File: config.mk
export PLATFORM = sky130hd
export DESIGN_NAME = post_proc_reducer
export DESIGN_NICKNAME = d
export VERILOG_FILES = /design/src/rtl/post_proc_reducer.sv
export SDC_FILE = /design/constraint.sdc
export NUM_CORES = 1
export LEC_CHECK = 0
export CAP_MARGIN = 30
export CORE_MARGIN = 1
export CORE_UTILIZATION = 45
export CTS_BUF_LIST = sky130_fd_sc_hd__clkbuf_8
export CTS_CLUSTER_DIAMETER = 100
export DETAILED_ROUTE_END_ITERATION = 12
export DONT_BUFFER_PORTS = 1
export GPL_TIMING_DRIVEN = 0
export SYNTH_ARGS = -nofsm -noshare
export SYNTH_HDL_FRONTEND = slang
export SYNTH_SLANG_ARGS = --single-unit
File: constraint.sdc
create_clock -name i_clk -period 2.4 [get_ports i_clk]
set_input_delay 0.48 -clock i_clk [delete_from_list [all_inputs] [get_ports i_clk]]
set_output_delay 0.48 -clock i_clk [all_outputs]
set_load 0.1 [all_outputs]
File: src/rtl/post_proc_reducer.sv
// post_proc_reducer: reduces N_CH signed features per beat to one OUT_W-bit value.
// Per-beat mode selects sum, alternating sum or signed maximum. A pipelined tree
// feeds a shift/saturate stage and a first-word-fall-through output FIFO. The
// registered o_ready credit counts FIFO entries plus beats still in the pipeline,
// so the FIFO can never be written while full.
module post_proc_reducer #(
   parameter int N_CH       = 6,
   parameter int DATA_W     = 8,
   parameter int OUT_W      = 8,
   parameter int SHIFT      = 0,
   parameter int SAT        = 1,
   parameter int FIFO_DEPTH = 4
) (
   input  logic                     i_clk,
   input  logic                     i_rst_n,
   input  logic                     i_valid,
   input  logic [N_CH*DATA_W-1:0]   i_features,
   input  logic [1:0]               i_mode,
   output logic                     o_ready,
   output logic [OUT_W-1:0]         o_data,
   output logic                     o_valid,
   input  logic                     i_out_ready,
   input  logic                     i_clr_ovf,
   output logic                     o_overflow
);

   localparam int S     = $clog2(N_CH);
   localparam int ACC_W = DATA_W + S;
   localparam int EXT_W = ((ACC_W > OUT_W) ? ACC_W : OUT_W) + 1;
   localparam int PTR_W = $clog2(FIFO_DEPTH);
   localparam int CNT_W = PTR_W + 1;

   localparam logic signed [EXT_W-1:0] MAXV = (EXT_W'(1) <<< (OUT_W - 1)) - EXT_W'(1);
   localparam logic signed [EXT_W-1:0] MINV = ~MAXV;

   // Number of live nodes at tree level l (level 0 holds the channels).
   function automatic int node_cnt(input int l);
      return (N_CH + (1 << l) - 1) >> l;
   endfunction

   function automatic logic [ACC_W-1:0] combine(input logic [ACC_W-1:0] a,
                                                input logic [ACC_W-1:0] b,
                                                input logic [1:0]       m);
      if (m == 2'd2) return ($signed(a) > $signed(b)) ? a : b;
      return a + b;
   endfunction

   logic             accept;
   logic [S:0]       vld;
   logic [S-1:0][1:0] mode_q;

   assign accept = i_valid && o_ready;

   // Valid and mode travel alongside the tree levels; bubbles are just zero valids.
   always_ff @(posedge i_clk or negedge i_rst_n) begin
      if (!i_rst_n) begin
         vld    <= '0;
         mode_q <= '0;
      end else begin
         vld       <= {vld[S-1:0], accept};
         mode_q[0] <= i_mode;
         for (int l = 1; l < S; l++) mode_q[l] <= mode_q[l-1];
      end
   end

   // Tree levels: level 0 registers sign-extended inputs (odd channels negated in
   // ALT mode); each later level pairs adjacent nodes, passing an unpaired node on.
   for (genvar l = 0; l <= S; l++) begin : g_lvl
      localparam int NN = node_cnt(l);
      logic [NN-1:0][ACC_W-1:0] node;
      logic [NN-1:0][ACC_W-1:0] nxt;

      for (genvar j = 0; j < NN; j++) begin : g_node
         if (l == 0) begin : g_src
            logic [ACC_W-1:0] sx;
            assign sx     = ACC_W'($signed(i_features[j*DATA_W +: DATA_W]));
            assign nxt[j] = (i_mode == 2'd1 && (j % 2 == 1)) ? -sx : sx;
         end else if (2*j + 1 < node_cnt(l - 1)) begin : g_pair
            assign nxt[j] = combine(g_lvl[l-1].node[2*j], g_lvl[l-1].node[2*j+1], mode_q[l-1]);
         end else begin : g_pass
            assign nxt[j] = g_lvl[l-1].node[2*j];
         end
      end

      // Level register.
      always_ff @(posedge i_clk or negedge i_rst_n) begin
         if (!i_rst_n) node <= '0;
         else          node <= nxt;
      end
   end

   logic signed [ACC_W-1:0] scaled;
   logic signed [EXT_W-1:0] ext;
   logic [OUT_W-1:0]        sat_val;
   logic [OUT_W-1:0]        sat_data;
   logic                    sat_vld;

   assign scaled = $signed(g_lvl[S].node[0]) >>> SHIFT;
   assign ext    = EXT_W'(scaled);

   // Clamp to the signed OUT_W range, or wrap by keeping the low bits.
   always_comb begin
      sat_val = ext[OUT_W-1:0];
      if (SAT != 0) begin
         if (ext > MAXV)      sat_val = MAXV[OUT_W-1:0];
         else if (ext < MINV) sat_val = MINV[OUT_W-1:0];
      end
   end

   // Shift/saturate register, last stage before the FIFO.
   always_ff @(posedge i_clk or negedge i_rst_n) begin
      if (!i_rst_n) begin
         sat_vld  <= 1'b0;
         sat_data <= '0;
      end else begin
         sat_vld  <= vld[S];
         sat_data <= sat_val;
      end
   end

   logic [OUT_W-1:0] mem [FIFO_DEPTH];
   logic [PTR_W-1:0] wr_ptr, rd_ptr;
   logic [CNT_W-1:0] count, count_next;
   logic [OUT_W-1:0] last_q;
   logic             wr, rd, rdy_next;

   assign wr      = sat_vld;
   assign o_valid = (count != '0);
   assign rd      = o_valid && i_out_ready;
   // When empty, keep showing the last word that left the FIFO (zero after reset).
   assign o_data  = o_valid ? mem[rd_ptr] : last_q;

   // FIFO occupancy after this edge.
   always_comb begin
      count_next = count;
      if (wr && !rd)      count_next = count + 1'b1;
      else if (!wr && rd) count_next = count - 1'b1;
   end

   assign rdy_next = (int'(count_next) + int'(accept) + $countones(vld)) < FIFO_DEPTH;

   // FIFO storage needs no reset; count gates visibility.
   always_ff @(posedge i_clk) begin
      if (wr) mem[wr_ptr] <= sat_data;
   end

   // FIFO pointers, occupancy, held output word and registered credit.
   always_ff @(posedge i_clk or negedge i_rst_n) begin
      if (!i_rst_n) begin
         wr_ptr  <= '0;
         rd_ptr  <= '0;
         count   <= '0;
         last_q  <= '0;
         o_ready <= 1'b0;
      end else begin
         if (wr) wr_ptr <= wr_ptr + 1'b1;
         if (rd) begin
            rd_ptr <= rd_ptr + 1'b1;
            last_q <= mem[rd_ptr];
         end
         count   <= count_next;
         o_ready <= rdy_next;
      end
   end

   // Sticky drop flag; a drop in the same cycle as a clear wins.
   always_ff @(posedge i_clk or negedge i_rst_n) begin
      if (!i_rst_n)                o_overflow <= 1'b0;
      else if (i_valid && !o_ready) o_overflow <= 1'b1;
      else if (i_clr_ovf)          o_overflow <= 1'b0;
   end

   // The credit scheme must make a write into a full FIFO impossible.
   always_ff @(posedge i_clk) begin
      if (i_rst_n) assert (!(wr && !rd && count == CNT_W'(FIFO_DEPTH)));
   end

endmodule

Yosys cells after proc, flatten, opt, wreduce, memory -nomap -nowiden. Memory sizes are Yosys's and may differ from the RTL's. Cells that the tools add are included.

Bits in registers: 159. Bits in latches: 0. Memory bits (writable): 32. ROM bits: 0. Bits of input ports: 55. Logic and storage cells: 94. Memories: 1.

Add/sub/neg operators: 17. $mul: 0. Div/mod/pow operators: 0. Order comparisons: 8. Eq/ne operators: 4. Shift-type cells: 0. Multiplexer cells: 30. Bitwise logic cells: 0. Reduce and logical (&&, ||, !) cells: 10.

Memories: mem (words 4, width 8, read ports 1, clocked after Yosys merged registers in 0, write ports 1, RTL line 121) `logic [OUT_W-1:0] mem [FIFO_DEPTH];`.

Operators with widths (number): 11-bit two-way mux (18); 11-bit adder (5); 8-bit by 11-bit > comparator with 1-bit output (3); 11-bit negator (3); 8-bit two-way mux (3); 11-bit > comparator (2); 11-bit by 8-bit > comparator with 1-bit output (second input constant) (1); 11-bit by 8-bit less-than comparator with 1-bit output (second input constant) (1); 1-bit two-way mux (7); 2-bit == test (second input constant) (3); 3-bit two-way mux (2); 4-bit by 3-bit adder with 5-bit output (1); 1-bit logical AND (5); 5-bit by 3-bit less-than comparator with 1-bit output (second input constant) (1); 1-bit by 1-bit adder with 2-bit output (2); 2-bit by 1-bit adder with 2-bit output (second input constant) (2); 3-bit by 1-bit adder with 4-bit output (1); 2-bit by 2-bit adder with 3-bit output (1); 3-bit by 1-bit adder with 3-bit output (second input constant) (1); 1-bit zero test (3); 3-bit nonzero test (1); 3-bit by 1-bit subtractor with 3-bit output (second input constant) (1); 2-bit by 1-bit == test with 1-bit output (second input constant) (1); 2-bit nonzero test (1).

Longest topological paths before layout.
Depth in word-level cells: 8. Depth in mapped cells: 11.

Least setup slack after synthesis. Ideal clock, no wire load.

Path type: reg-to-output. Start: reg count[0]. End: out o_data[0]. Arrival: 2.473 ns. Required time: 1.920 ns. Slack: -0.553 ns. Stages on the path, launching flop included: 6. Buffers on the path: 1. Cell sequence: dfrtp_1 > inv_1 > ha_1 > nand2b_1 > clkbuf_1 > mux2_2.

Word-level cells in the longest chain between the ends: 2.

Ends and longest elaborated chain: start, declared (RTL line 123) `logic [CNT_W-1:0] count, count_next;`; start signal, assigned (RTL line 161) `count <= count_next;`; 3-bit nonzero test (RTL line 128) `assign o_valid = (count != '0);`; via o_valid (RTL line 21) `output logic o_valid,`; 8-bit two-way mux (RTL line 131) `assign o_data = o_valid ? mem[rd_ptr] : last_q;`; end, declared (RTL line 20) `output logic [OUT_W-1:0] o_data,`.

The timed path passes the listed nets, and every way through them passes these cells.

==> flow_summary.json <==
{
  "routedWlPerCell_microns": 16.26,
  "ys.flop_type": "dfrtp_1",
  "hpwl_mm": 16.57,
  "p_total_w": 0.01499,
  "status": "complete, but fails checks",
  "timing.final.max_slew_violations": 0,
  "syn2layout_area_growth_pct": 21.03,
  "clk_latency_ns": 0.49,
  "dp_slack_ns": -0.3080,
  "worstPathArrival_ns": 2.87,
  "cts_hold_buf": 29,
  "num_vias": 7537,
  "drt-total-wl_mm": 23.74,
  "crit_slowest_cell": "dfrtp_2",
  "period_share_pct": 105.1,
  "drtAntennaViolNets": 0,
  "setup_tns_ns": -1.721,
  "synth_edf_count": 32,
  "synth-seq-cells": 191,
  "dpl_cell_area_sq_um": 11540,
  "syn_nets": 1200,
  "clockBufferDepth": 2,
  "syn_area_sq_um": 11090,
  "worst-setup-path-type": "flop to flop",
  "hold_viol": 159,
  "ys_async_sr_fraction_pct": 83.25,
  "initial_core_util_pct": 45.72,
  "cp-end-kind": "flop",
  "h-tree-depth": 4,
  "die_height_microns": 159.0,
  "syn-instance-count": 1020,
  "slew_headroom_pct": 40.60,
  "portBuffers": 0,
  "insertedDiodeCount": 0,
  "root_buffer": "clkbuf_8",
  "nets": 1303,
  "layout-drive-gt1-share_pct": 21.48,
  "grt_pass1_wl_mm": 38.76,
  "fin_crit_ns": 2.523,
  "layout_common_cells": "dfrtp_1 (150), inv_1 (110), nor2_1 (86), ha_1 (86), a21oi_1 (76)",
  "worst_pin_slew_ns": 0.8910,
  "core_area_sq_um": 24250,
  "setup_violations": 27,
  "cp_cell_sequence": "ha_4 -> inv_2 -> or3_4 -> a21o_1 -> o211ai_2 -> mux2i_2 -> buf_6 -> buf_12 -> mux2i_1 -> a21oi_1",
  "dieWidth_microns": 159.0,
  "timing.fmax_mhz": 396.3,
  "leakage_nw": 6.069,
  "hold_slack_ns": -0.3526,
  "numCtsBuffers": 17,
  "grt_setup_unrepaired": "true",
  "antenna_found_initial": 0,
  "stdcell_area_sq_um": 13420,
  "seq_area_frac_synth_pct": 44.56,
  "cpLargestDelayFamily": "flip-flops",
  "gr-total-overflow": 0,
  "peakVddDrop_v": 0.001276,
  "clkTransAtPathRegs_ns": 0.14,
  "crit_path_max_fanout": 7,
  "grtUsageTotal_pct": 19.23,
  "cp-start-kind": "flop",
  "io_pins": 66,
  "ys_types": 62,
  "drc": 0,
  "hold_class": "primary input to async pin",
  "avgSynthCellArea_sq_um": 10.87,
  "routabilityCongestion": 0.8548,
  "clock_skew_ns": 0.02303,
  "vias_per_cell": 5.162,
  "fin_ws_ns": -0.1233,
  "slowest_delay_ns": 0.53,
  "grt_pass1_vias": 7718,
  "yosysWarnings": 0,
  "cts_num_sinks": 191,
  "powerDensity_nw_per_um2": 1117,
  "rows": 57,
  "die-area_sq_um": 25270,
  "required_ns": 2.75,
  "cts_tree": "done",
  "max-cap-violations": 0,
  "grt_start_max_net_pins": 160,
  "dr.pass1.iters": 5,
  "drtIter0Drc": 407,
  "violations": "hold timing, setup timing",
  "final_common_cell": "dfrtp_1",
  "cp_num_buf_inv": 3
}
-- through the flow --
step | std cells | utilization [%] | hold WS, ns
after global routing | 1460 | 55.33 | -0.3943
after global placement | 1344 | 47.57 | 0.1868
final | 1460 | 55.33 | -0.3526
after CTS | 1433 | 52.80 | -0.3818
after floorplan | 1020 | - | 0.1844
after detailed placement | 1344 | 47.57 | 0.1862
-- registers in the layout, indices dropped and copies added (netlist names) --
register    count
count           3
g_lvl.node    123
last_q          8
mem            32
mode_q          6
o_overflow      1
o_ready         1
rd_ptr          2
sat_data        8
sat_vld         1
vld             4
wr_ptr          2
-- power breakdown --
part	switching, W	internal, W	total [W]
clock network	0.00149	0.000879	0.00237
logic	0.00419	0.00347	0.00766
registers	0.000777	0.00418	0.00496
-- routing by layer --
metal	track usage [%]	part of all wire, %
met5	0	0
met4	5.769	1.9
met3	2.996	2.8
met2	33.53	51
met1	24.63	45
-- repair_timing --
action	in CTS	in global routing
gates resized for setup	58	90
pin swaps	19	30
setup buffers	30	26
setup endpoints to repair	59	59
cloned	1	3
hold endpoints to repair	188	159
-- kinds of logic after synthesis --
group | after synthesis | share of synthesized area (%)
buf+inv | 150 | 5.530
xor+xnor | 67 | 5.294
mux | 110 | 11.16
flops | 191 | 44.56
simple gates | 188 | 8.025
fa+ha+maj | 125 | 14.58
compound gates | 189 | 10.85
-- worst reg2reg max path, delay by kind of cell (launching register included) --
family                   cells  cell delay (ns)
flip-flops                   1             0.53
adder cells (fa/ha/maj)      1             0.32
AO/OA/AOI/OAI                3             0.35
AND/OR/NAND/NOR              1             0.37
buffers and inverters        3             0.34
multiplexers                 2             0.48
-- layout make-up --
cell class                 count  area, sq um
buffer                        27        200.2
clock buffer                  17        234.0
clock inverter                15        230.2
fill                        2101        10830
inverter                     119        446.7
multi-input combinational    680         6186
sequential                   191         4954
tap                          324        405.4
timing repair buffer          87        760.7
-- worst paths after layout --
| check | startpoint | endpoint | slack [ns] | cells after the start |
|---|---|---|---|---|
| worst max-delay path | g_lvl[0].node[7] | g_lvl[1].node[7] | -0.12 | 10 |
| worst min-delay path | i_rst_n | last_q[5] | -0.35 | 0 |
| worst max register to register | g_lvl[0].node[7] | g_lvl[1].node[7] | -0.12 | 10 |
| worst min register to register | g_lvl[1].node[23] | g_lvl[2].node[12] | 0.35 | 0 |
| max in group asynchronous | i_rst_n | g_lvl[0].node[7] | 2.46 | 0 |
| min in group i_clk | i_features[27] | g_lvl[0].node[36] | 0.05 | 1 |
-- synth_stat cells, types with 3 or more instances --
library cell  number  area (sq um)
o31ai_1            8         60.06
fa_1               7         140.1
nand2_1           23         86.33
a211o_1            3         26.28
ha_1             118          1476
nor3b_1            4         30.03
xnor2_1           40         350.3
nand3_1            9         45.04
nor4_1             5         31.28
nand3b_1           3         22.52
o21ai_0           21         105.1
buf_6              3         33.78
and3_1             3         18.77
a31oi_1            5         31.28
nor3_1            15         75.07
mux2i_1           78         780.8
o21bai_1          12         90.09
nand2b_1           8         50.05
o21a_1             4         30.03
inv_1            119         446.7
mux2_2            22         247.7
a221oi_1           4         35.03
nor2_1            88         330.3
dfrtp_1          159          3979
clkbuf_1          19         71.32
a21oi_1           84         420.4
xor2_1            27         236.5
nor2b_1            9         56.30
a21o_1            13         97.59
buf_4              4         30.03
nand4_1            9         56.30
mux4_2             8         180.2
edfxtp_1          32         960.9
o21ai_1            3         15.01
and2_1             6         37.54
a211oi_1           9         67.56
(Power assumes the default switching activity.)
